### src/rtl/usb_stream_mux.sv
// ---------------------------------------------------------------------------
// usb_stream_mux
//
// Multiplexes NCH byte streams onto an FT245 synchronous-FIFO write port.
// Each channel owns a DEPTH-byte FIFO.  A round-robin scheduler picks the
// next non-empty channel. It emits one header byte {len-1, chan}, followed by
// up to MAXBURST data bytes from that channel.
//
// Parameters
//   NCH      number of input channels (1..16)
//   DEPTH    per-channel FIFO depth in bytes (power of 2, >= 4)
//   MAXBURST maximum data bytes per frame (1..16)
//
// Ports
//   mclk           single clock, rising edge
//   reset          asynchronous, active-high
//   ch_data        channel i byte on bits [8i+7:8i]
//   ch_wr          channel i write strobe, one byte per cycle
//   ch_have_space  channel i FIFO not full
//   ch_overflow    sticky: a channel i write was dropped
//   usb_d          FT245 data bus
//   usb_txe_n      FT245 transmit FIFO has space (active-low)
//   usb_wr_n       FT245 write strobe (active-low)
//   usb_oe_n       FT245 output enable, held high (write-only block)
// ---------------------------------------------------------------------------
module usb_stream_mux #(
  parameter int NCH      = 2,
  parameter int DEPTH    = 16,
  parameter int MAXBURST = 8
) (
  input  logic             mclk,
  input  logic             reset,
  input  logic [8*NCH-1:0] ch_data,
  input  logic [NCH-1:0]   ch_wr,
  output logic [NCH-1:0]   ch_have_space,
  output logic [NCH-1:0]   ch_overflow,
  output logic [7:0]       usb_d,
  input  logic             usb_txe_n,
  output logic             usb_wr_n,
  output logic             usb_oe_n
);

  localparam int AW = $clog2(DEPTH);
  localparam int CW = AW + 1;
  localparam logic [CW-1:0] DEPTH_C = CW'(DEPTH);

  typedef enum logic [1:0] {
    S_IDLE = 2'd0,
    S_HDR  = 2'd1,
    S_DATA = 2'd2
  } state_t;

  state_t         state_q, state_d;
  logic [3:0]     chan_q, chan_d;
  logic [3:0]     last_q, last_d;
  logic [3:0]     hlen_q, hlen_d;   // frame length minus one, as sent in the header
  logic [4:0]     rem_q, rem_d;     // data bytes still to be accepted in this frame

  logic [AW-1:0]  wr_ptr_q [NCH];
  logic [AW-1:0]  wr_ptr_d [NCH];
  logic [AW-1:0]  rd_ptr_q [NCH];
  logic [AW-1:0]  rd_ptr_d [NCH];
  logic [CW-1:0]  cnt_q    [NCH];
  logic [CW-1:0]  cnt_d    [NCH];
  logic [NCH-1:0] ovf_q, ovf_d;

  logic [7:0]     fifo_mem [NCH][DEPTH];

  logic [NCH-1:0] wr_en;
  logic [NCH-1:0] pop;
  logic           accept;
  logic           found;
  logic [3:0]     sel;
  logic [CW-1:0]  sel_cnt;
  logic [7:0]     head;

  // Frame length is the channel fill level clipped to MAXBURST; returned
  // minus one so it drops straight into the 4-bit header field.
  function automatic logic [3:0] burst_len_m1(input logic [CW-1:0] c);
    int n;
    n = int'(c);
    if (n > MAXBURST) n = MAXBURST;
    return 4'(n - 1);
  endfunction

  // A byte moves across the USB port only when both strobes are low.
  always_comb begin
    accept = (state_q != S_IDLE) && !usb_txe_n;
  end

  // ---- channel FIFOs ------------------------------------------------------
  // Fullness is judged on the registered count, so a write into a full FIFO
  // is dropped even when the same edge pops a byte out of it.
  always_comb begin
    wr_en = '0;
    pop   = '0;
    ovf_d = ovf_q;
    for (int i = 0; i < NCH; i++) begin
      wr_en[i]    = ch_wr[i] && (cnt_q[i] < DEPTH_C);
      pop[i]      = accept && (state_q == S_DATA) && (chan_q == 4'(i));
      wr_ptr_d[i] = wr_en[i] ? wr_ptr_q[i] + AW'(1) : wr_ptr_q[i];
      rd_ptr_d[i] = pop[i]   ? rd_ptr_q[i] + AW'(1) : rd_ptr_q[i];
      cnt_d[i]    = cnt_q[i];
      if (wr_en[i] && !pop[i]) begin
        cnt_d[i] = cnt_q[i] + CW'(1);
      end else if (!wr_en[i] && pop[i]) begin
        cnt_d[i] = cnt_q[i] - CW'(1);
      end
      if (ch_wr[i] && !wr_en[i]) begin
        ovf_d[i] = 1'b1;
      end
    end
  end

  always_ff @(posedge mclk) begin
    for (int i = 0; i < NCH; i++) begin
      if (wr_en[i]) begin
        fifo_mem[i][wr_ptr_q[i]] <= ch_data[8*i +: 8];
      end
    end
  end

  always_comb begin
    head = 8'h00;
    for (int i = 0; i < NCH; i++) begin
      if (chan_q == 4'(i)) begin
        head = fifo_mem[i][rd_ptr_q[i]];
      end
    end
  end

  always_comb begin
    ch_have_space = '0;
    for (int i = 0; i < NCH; i++) begin
      ch_have_space[i] = (cnt_q[i] < DEPTH_C);
    end
  end

  assign ch_overflow = ovf_q;

  // ---- round-robin search -------------------------------------------------
  // First pass looks above the last served channel, second pass wraps to the
  // bottom; this yields the first non-empty channel from last_served+1.
  always_comb begin
    found   = 1'b0;
    sel     = '0;
    sel_cnt = '0;
    for (int i = 0; i < NCH; i++) begin
      if (!found && (cnt_q[i] != '0) && (4'(i) > last_q)) begin
        found   = 1'b1;
        sel     = 4'(i);
        sel_cnt = cnt_q[i];
      end
    end
    for (int i = 0; i < NCH; i++) begin
      if (!found && (cnt_q[i] != '0) && (4'(i) <= last_q)) begin
        found   = 1'b1;
        sel     = 4'(i);
        sel_cnt = cnt_q[i];
      end
    end
  end

  // ---- frame FSM ----------------------------------------------------------
  // A frame is only committed while the host has space, so bytes that
  // arrive while usb_txe_n is high accumulate into one longer frame.
  always_comb begin
    state_d = state_q;
    chan_d  = chan_q;
    hlen_d  = hlen_q;
    rem_d   = rem_q;
    last_d  = last_q;
    unique case (state_q)
      S_IDLE: begin
        if (found && !usb_txe_n) begin
          chan_d  = sel;
          hlen_d  = burst_len_m1(sel_cnt);
          rem_d   = {1'b0, hlen_d} + 5'd1;
          state_d = S_HDR;
        end
      end
      S_HDR: begin
        if (accept) state_d = S_DATA;
      end
      S_DATA: begin
        if (accept) begin
          rem_d = rem_q - 5'd1;
          if (rem_q == 5'd1) begin
            last_d  = chan_q;
            state_d = S_IDLE;
          end
        end
      end
      default: state_d = S_IDLE;
    endcase
  end

  always_comb begin
    unique case (state_q)
      S_HDR:   usb_d = {hlen_q, chan_q};
      S_DATA:  usb_d = head;
      default: usb_d = 8'h00;
    endcase
  end

  assign usb_wr_n = !((state_q == S_HDR) || (state_q == S_DATA));
  assign usb_oe_n = 1'b1;

  // ---- state registers ----------------------------------------------------
  always_ff @(posedge mclk or posedge reset) begin
    if (reset) begin
      state_q <= S_IDLE;
      chan_q  <= '0;
      hlen_q  <= '0;
      rem_q   <= '0;
      last_q  <= 4'(NCH - 1);
      ovf_q   <= '0;
      for (int i = 0; i < NCH; i++) begin
        wr_ptr_q[i] <= '0;
        rd_ptr_q[i] <= '0;
        cnt_q[i]    <= '0;
      end
    end else begin
      state_q <= state_d;
      chan_q  <= chan_d;
      hlen_q  <= hlen_d;
      rem_q   <= rem_d;
      last_q  <= last_d;
      ovf_q   <= ovf_d;
      for (int i = 0; i < NCH; i++) begin
        wr_ptr_q[i] <= wr_ptr_d[i];
        rd_ptr_q[i] <= rd_ptr_d[i];
        cnt_q[i]    <= cnt_d[i];
      end
    end
  end

endmodule

### config.mk
export PLATFORM = sky130hd
export DESIGN_NAME = usb_stream_mux
export DESIGN_NICKNAME = d
export VERILOG_FILES = /design/src/rtl/usb_stream_mux.sv
export SDC_FILE = /design/constraint.sdc
export NUM_CORES = 1
export LEC_CHECK = 0
export CORE_MARGIN = 4
export CORE_UTILIZATION = 55
export CTS_BUF_LIST = sky130_fd_sc_hd__clkbuf_8
export DETAILED_ROUTE_END_ITERATION = 7
export PLACE_DENSITY = 0.84
export SLEW_MARGIN = 20
export SYNTH_ARGS = -nofsm -noshare
export SYNTH_HDL_FRONTEND = slang
export SYNTH_SLANG_ARGS = --single-unit
### constraint.sdc
create_clock -name mclk -period 2.55 [get_ports mclk]
set_input_delay 0.51 -clock mclk [delete_from_list [all_inputs] [get_ports mclk]]
set_output_delay 0.51 -clock mclk [all_outputs]
set_load 0.02 [all_outputs]
# Word-level counts from Yosys, hierarchy flattened
# Memories as Yosys holds them, arrays and structs flattened.
# Index checks and enable logic that the tools add are counted.
[classes]
magnitude_cmp = 13
reduce_logical = 44
n_bitwise = 4
n_eq_ne = 8
n_addsub = 11
muxes = 43
[ops]
columns = ["op", "count"]
rows = [
  ["128-bit 2-to-1 mux", 2],
  ["8-bit binary-select mux with 4-bit select", 2],
  ["8-bit demux with 4-bit select", 2],
  ["8-bit 2-to-1 mux", 8],
  ["5-bit 2-to-1 mux", 10],
  ["1-bit logical AND", 22],
  ["5-bit greater-or-equal comparator (second input constant)", 4],
  ["4-bit 2-to-1 mux", 5],
  ["4-bit NOT with 5-bit output", 4],
  ["4-bit by 1-bit adder with 4-bit output (second input constant)", 4],
  ["8-bit one-hot mux with 2 select lines", 1],
  ["5-bit by 1-bit subtractor with 5-bit output (second input constant)", 3],
  ["5-bit by 1-bit adder with 5-bit output (second input constant)", 2],
  ["5-bit by 1-bit less-than comparator with 1-bit output (second input constant)", 2],
  ["5-bit less-than comparator (second input constant)", 2],
  ["5-bit one-hot mux with 2 select lines", 1],
  ["5-bit nonzero test", 2],
  ["1-bit zero test", 9],
  ["1-bit by 4-bit > comparator with 1-bit output (first input constant)", 2],
  ["1-bit by 4-bit less-or-equal comparator with 1-bit output (first input constant)", 2],
  ["2-bit 2-to-1 mux", 4],
  ["2-bit inequality test (second input constant)", 4],
  ["2-bit nonzero test", 4],
  ["1-bit 2-to-1 mux", 7],
  ["14 further kinds", 15],
]
[word_totals]
ff_bits = 47
elab_cells = 137
input_bits = 21
n_memories = 1
ramBits = 256
output_inout_bits = 14
[memory_table]
columns = ["name", "words", "word_bits", "rd", "rd_ports_with_merged_regs", "write_ports", "line", "source"]
rows = [
  ["fifo_mem", 2, 128, 2, 0, 2, "67", "logic [7:0] fifo_mem [NCH][DEPTH];"],
]

# Longest topological paths before layout
[depth]
word_depth = 23
mapped_depth = 15
depth_no_buf = 14

# Least setup slack after synthesis
# Ideal clock, no wire load.
[synth_path]
kind = "reg2reg"
startpoint = "register state_q[0]"
endpoint = "register cnt_q[9] (netlist bit)"
period_less_slack_ns = 2.723
path_slack_ns = -0.173
n_path_buf = 1
required_ns = 2.422
path_stages_with_launch = 16
arrival_time_ns = 2.595
setup_ns = 0.128
cell_sequence = "dfrtp_1 -> inv_1 -> ha_1 -> buf_2 -> nor2_1 -> nand2_1 -> nor2_1 -> inv_1 -> ha_1 -> inv_1 -> ha_1 -> a21o_1 -> a21oi_1 -> xnor2_1 -> nor2_1 -> xnor2_1"
[synth_via]
elab_chain_cells = 7
word_cells_on_any_way = 10
classes_between = "eq/ne: 1; mux: 1; reduce/logical: 8"
[synth_lines]
columns = ["element", "line", "source"]
rows = [
  ["from (decl)", "53", "state_t state_q, state_d;"],
  ["from (signal assigned)", "224", "state_q <= state_d;"],
  ["2-bit nonzero test", "88", "accept = (state_q != S_IDLE) && !usb_txe_n;"],
  ["1-bit logical AND", "88", ""],
  ["1-bit logical AND (*) (2 in series)", "100", "pop[i] = accept && (state_q == S_DATA) && (chan_q == 4'(i));"],
  ["1-bit zero test", "104", "if (wr_en[i] && !pop[i]) begin"],
  ["1-bit logical AND", "104", ""],
  ["5-bit 2-to-1 mux or 2-bit nonzero test (tied branches)", "n/a", ""],
  ["to (signal, indexed assignment)", "233", "cnt_q[i] <= cnt_d[i];"],
  ["to (decl)", "63", "logic [CW-1:0] cnt_q [NCH];"],
]
# Every way passes the cells marked *; elsewhere a longest branch is shown, timed or not.
# A chain may end at the register's enable or synchronous reset.

# Worst setup path in the final report
[layout_path]
startpoint = "register rd_ptr_q[4] (netlist bit)"
endpoint = "output port usb_d[0]"
[layout_via]
elab_chain_cells = 7
[layout_lines]
columns = ["element", "line", "source"]
rows = [
  ["from (decl)", "61", "logic [AW-1:0] rd_ptr_q [NCH];"],
  ["from (signal, indexed assignment)", "232", "rd_ptr_q[i] <= rd_ptr_d[i];"],
  ["4-bit NOT with 5-bit output (implied by the code)", "127", "head = fifo_mem[i][rd_ptr_q[i]];"],
  ["8-bit binary-select mux with 4-bit select", "127", ""],
  ["8-bit 2-to-1 mux (implied by the code) (2 in series)", "127", ""],
  ["8-bit 2-to-1 mux (2 in series)", "126", "if (chan_q == 4'(i)) begin"],
  ["8-bit one-hot mux with 2 select lines", "199", "unique case (state_q)"],
  ["to (decl)", "37", "output logic [7:0] usb_d,"],
]
# Every way passes these cells. The select of a mux whose other input is x is not followed.

==> run summary <==
Averaged over all synthesized cells, the footprint is 17.9 um2. The internal portion of the total power is 10.8 mW. The number of clock sinks seen by CTS is 297. The time the worst path needs with I/O delays and setup came out at 3240 ps. The worst slew margin relative to its limit is 52.0%, and the count of flip-flops with a built-in enable after synthesis is 256. The logs give 35 for the count of pins on the block boundary and 39.0% for the share of power burned in registers.

In this run switching power makes up 32.6% of total power. Via count of the first global-routing pass: 7540. The H-tree level count came out at 2. Final sum of negative setup slack: -4940 ps.

Together, buffers and inverters on the worst path number 3. The first detailed-routing pass took 5 iterations. Setup repair after global routing could not meet its margin everywhere.

TritonCTS built the clock tree. Of the total synthesized cell area, the portion taken by XOR and XNOR cells is 1.54%. The compound-gate portion of the synthesized area came out at 3.93%. The primary flip-flop cell chosen by synthesis mapping is sky130_fd_sc_hd__edfxtp_1.

The top cell types in the final layout, fill and taps aside, are sky130_fd_sc_hd__edfxtp_1 (256), sky130_fd_sc_hd__buf_4 (87), sky130_fd_sc_hd__mux4_2 (70), sky130_fd_sc_hd__clkbuf_8 (50), sky130_fd_sc_hd__dfrtp_1 (37). The final cell count without fillers was 1188. For the final database, setup skew stands at 33.0 ps.

The run finished, with violations left. After clock tree synthesis, the flow added hold-fix buffers numbering 0. The root buffer cell is sky130_fd_sc_hd__clkbuf_8. In this run, the number of DRC markers left after iteration 0 of detailed routing was 606.

The critical path goes through buf_12, buf_12, mux4_2, mux4_2, o2111ai_2, nand2_2, buf_6. For this design, the slowest cell found on the critical path is sky130_fd_sc_hd__mux4_2. After detailed routing, the average wire length per cell comes to 24.4 um. The tools report the category of the worst setup path capture point as an output port. The clock network latency to the later pin of the worst-skew pair was 580 ps.

The count of nets left with antenna violations once routing finished came out at 0. The largest fanout on the critical path came out at 5. Power density relative to cell area: 1040 nW/um2. Multiplexer cells account for 14.5% of the synthesized area. The filler cells instantiated in the layout total 1308. The number of max-slew violations in the final report came out at 0. After detailed routing, the number of remaining DRC violations is 0. The logs give 37.8% for the relative contribution of combinational cells to total power and -693 ps for the final setup slack of the worst path. The overall die height was 159 um; the die outline area was 25200 um2. The synthesized netlist devotes 5.58% of its cell area to simple gates.

Power comes to 15.9 mW. Overall track demand over capacity in global routing: 22.9%. The floorplan has 54 rows. For the count of endpoints failing hold in the final timing report, the log shows 0.

For this run, the share of the core covered by cells in the final layout is 69.6%. After the last flow step, the layout net total stands at 917. The final layout contains routed wiring with a total length of 29.0 mm. The sequential element share of the synthesized area was 69.7%. The final reports fail on setup timing. The number of buffers created by CTS was 48; the area after detailed placement was 14100 um2. Data on the critical path arrives at its endpoint at 2730 ps. Summing all multi-input logic gate instances after layout gives 3720 um2. The post-detailed-route via-to-cell ratio works out to 6.07. The worst-case IR drop observed on VDD is 0.000565 V. Transition time of the tightest slew-check pin: 718 ps.

Setup violations remaining at the end of the flow were counted as 8. Relative to the synthesized area, the layout overhead comes to 22.9%. The logs give 0 for the initial antenna violation count and 0 for the reported max-cap violation count.

Entering global routing, the biggest net connects 31 pins. The delay contributed by the slowest stage of the critical path came out at 520 ps. The core region is 22100 um2.

The tools report the count of placed standard cells including taps as 1085. The count of unique library cells instantiated by Yosys was 63. Derived from the worst setup path, the maximum achievable clock frequency is 0.308 GHz. By startpoint and endpoint, the worst setup path is classified as flop to output port.

Counting flops and latches in the post-synthesis netlist gives 297. After layout, the worst path uses 127% of the clock period. The remaining global-route overflow is 0. In this run the static leakage power is 5.52 nW. The post-route cell area came out at 15400 um2. STA classifies the critical path startpoint as a flop. In the final layout, the share of cells above drive strength 1 is 34.3%. In this run the worst hold path is classified as input pin to async pin. STA puts the critical path data required time at 2040 ps.

The kind of cell with the highest combined delay along the critical path is multiplexers. Yosys printed 0 warnings. The first-pass GRT wire length was 44.0 mm; the async set-reset flop share out of synthesis was 13.8%.

When the netlist entered floorplanning its net count stood at 746. In this run the cell area of the synthesized design comes to 12500 um2. The initial core utilization was 56.6%; the area taken by flip-flops and latches was 8720 um2. For the number of antenna diodes, the log shows 0.

The HPWL after detailed placement is 19.1 mm. The clock passes through at most 3 buffers. The congestion estimate from routability-driven global placement came to 0.923. By area, the combinational part of the netlist is dominated by multiplexers. Clock-pin slew was measured on the worst setup and hold paths at 70 ps. The horizontal extent of the die was 159 um. Summing over every cut layer, the via total after detailed routing is 7217. The fraction of the mapped netlist area in adder cells was 2.82%; the clock network power share was 23.1%. The count of buffers added on input and output ports is 33. Power dissipated by switching net loads: 5.19 mW. The run gives 698 as the synthesized instance count. The library cell used most frequently in the layout, excluding fill and tap cells, is sky130_fd_sc_hd__edfxtp_1.
layer usage:
metal  vias to the layer above  track usage (%)  share of wire [%]  routed length, um
met5                         -                0                  0                  0
met4                         0             7.26                2.4                702
met3                        61             5.03                8.0               2320
met2                       341             38.2                 51              14900
met1                      3703             30.6                 38              11100
li1                       3112                -                  -                  -
cells in the mapped netlist, types with 2 or more instances:
library cell | instances | share of area (%)
sky130_fd_sc_hd__a21boi_0 | 2 | 0.12
sky130_fd_sc_hd__a21o_1 | 6 | 0.36
sky130_fd_sc_hd__a21oi_1 | 10 | 0.40
sky130_fd_sc_hd__a22o_1 | 3 | 0.21
sky130_fd_sc_hd__a31oi_1 | 3 | 0.15
sky130_fd_sc_hd__and2_1 | 19 | 0.95
sky130_fd_sc_hd__and3_1 | 5 | 0.25
sky130_fd_sc_hd__and3b_1 | 2 | 0.14
sky130_fd_sc_hd__buf_1 | 4 | 0.12
sky130_fd_sc_hd__buf_2 | 6 | 0.24
sky130_fd_sc_hd__buf_4 | 6 | 0.36
sky130_fd_sc_hd__clkbuf_1 | 17 | 0.51
sky130_fd_sc_hd__dfrtp_1 | 40 | 8.0
sky130_fd_sc_hd__edfxtp_1 | 256 | 61
sky130_fd_sc_hd__fa_1 | 2 | 0.32
sky130_fd_sc_hd__ha_1 | 25 | 2.5
sky130_fd_sc_hd__inv_1 | 20 | 0.60
sky130_fd_sc_hd__mux2_2 | 8 | 0.72
sky130_fd_sc_hd__mux2i_1 | 15 | 1.2
sky130_fd_sc_hd__mux4_2 | 70 | 13
sky130_fd_sc_hd__nand2_1 | 39 | 1.2
sky130_fd_sc_hd__nand2b_1 | 5 | 0.25
sky130_fd_sc_hd__nand3_1 | 8 | 0.32
sky130_fd_sc_hd__nand3b_1 | 3 | 0.18
sky130_fd_sc_hd__nand4_1 | 6 | 0.30
sky130_fd_sc_hd__nor2_1 | 26 | 0.78
sky130_fd_sc_hd__nor2b_1 | 2 | 0.10
sky130_fd_sc_hd__nor3_1 | 7 | 0.28
sky130_fd_sc_hd__nor4_1 | 2 | 0.10
sky130_fd_sc_hd__o21a_1 | 2 | 0.12
sky130_fd_sc_hd__o21ai_0 | 16 | 0.64
sky130_fd_sc_hd__o221ai_1 | 2 | 0.14
sky130_fd_sc_hd__o22ai_1 | 2 | 0.10
sky130_fd_sc_hd__o31ai_1 | 4 | 0.24
sky130_fd_sc_hd__o41ai_1 | 2 | 0.14
sky130_fd_sc_hd__or3_1 | 5 | 0.25
sky130_fd_sc_hd__or4_4 | 2 | 0.18
sky130_fd_sc_hd__xnor2_1 | 19 | 1.3
sky130_fd_sc_hd__xor2_1 | 3 | 0.21
area by class of cell:
type / count / share of cell area (%)
clock buffers: 50 / 4.47
clock inverters: 39 / 1.19
inverters: 20 / 0.488
multi-input cells: 347 / 24.2
flip-flops and latches: 297 / 56.7
well taps: 280 / 2.28
repair buffers: 155 / 10.7
power groups by stage:
stage / logic [mW] / clock network (mW) / registers [mW]
2_1_floorplan: 3.47 / 0 / 6.16
3_3_place_gp: 5.08 / 0 / 6.24
3_5_place_dp: 5.34 / 0 / 6.29
4_1_cts: 5.71 / 3.76 / 6.21
5_1_grt: 6.45 / 4.02 / 6.27
6_report: 6.03 / 3.69 / 6.22
repair_timing:
item / CTS / global route
pin swaps: 5 / 13
endpoints found under the setup margin: 12 / 14
gates resized for setup: 66 / 33
hold endpoints to repair: 0 / 0
cloned: 4 / 1
buffers inserted: 3 / 10
per-stage QoR:
step	hold WS, ps	setup WS, ps
6_report	370	-693
5_1_grt	418	-770
4_1_cts	367	-715
3_5_place_dp	455	-490
3_3_place_gp	436	-420
2_1_floorplan	450	-0.567
sequential cells by signal, indices dropped and copies added (netlist names), 2 cells and up:
signal and cells:
cnt_q 10, ch_overflow 2, rem_q 5, state_q 2, wr_ptr_q 8, hlen_q 4
fifo_mem 256, rd_ptr_q 8
path summary, 6_finish.rpt:
path                                startpoint        endpoint  slack, ps  cells after the start
worst min register to register  ch_overflow[1]  ch_overflow[1]        460                      1
worst max register to register        cnt_q[9]       hlen_q[2]         40                      7
min in group mclk               ch_overflow[1]  ch_overflow[1]        460                      1
worst max-delay path               rd_ptr_q[4]        usb_d[0]       -690                      7
max in group asynchronous                reset  ch_overflow[1]       1570                      3
worst min-delay path                     reset       hlen_q[1]        370                      2
logic make-up after synthesis:
logic type,after synthesis
other,1
DFF,297
muxes,93
and+or+nand+nor,137
AOI/OAI and AO/OA,67
buffers and inverters,54
xor gates and xnor gates,22
adders and majority gates,27
No activity file was read; power rests on OpenSTA's default activity.
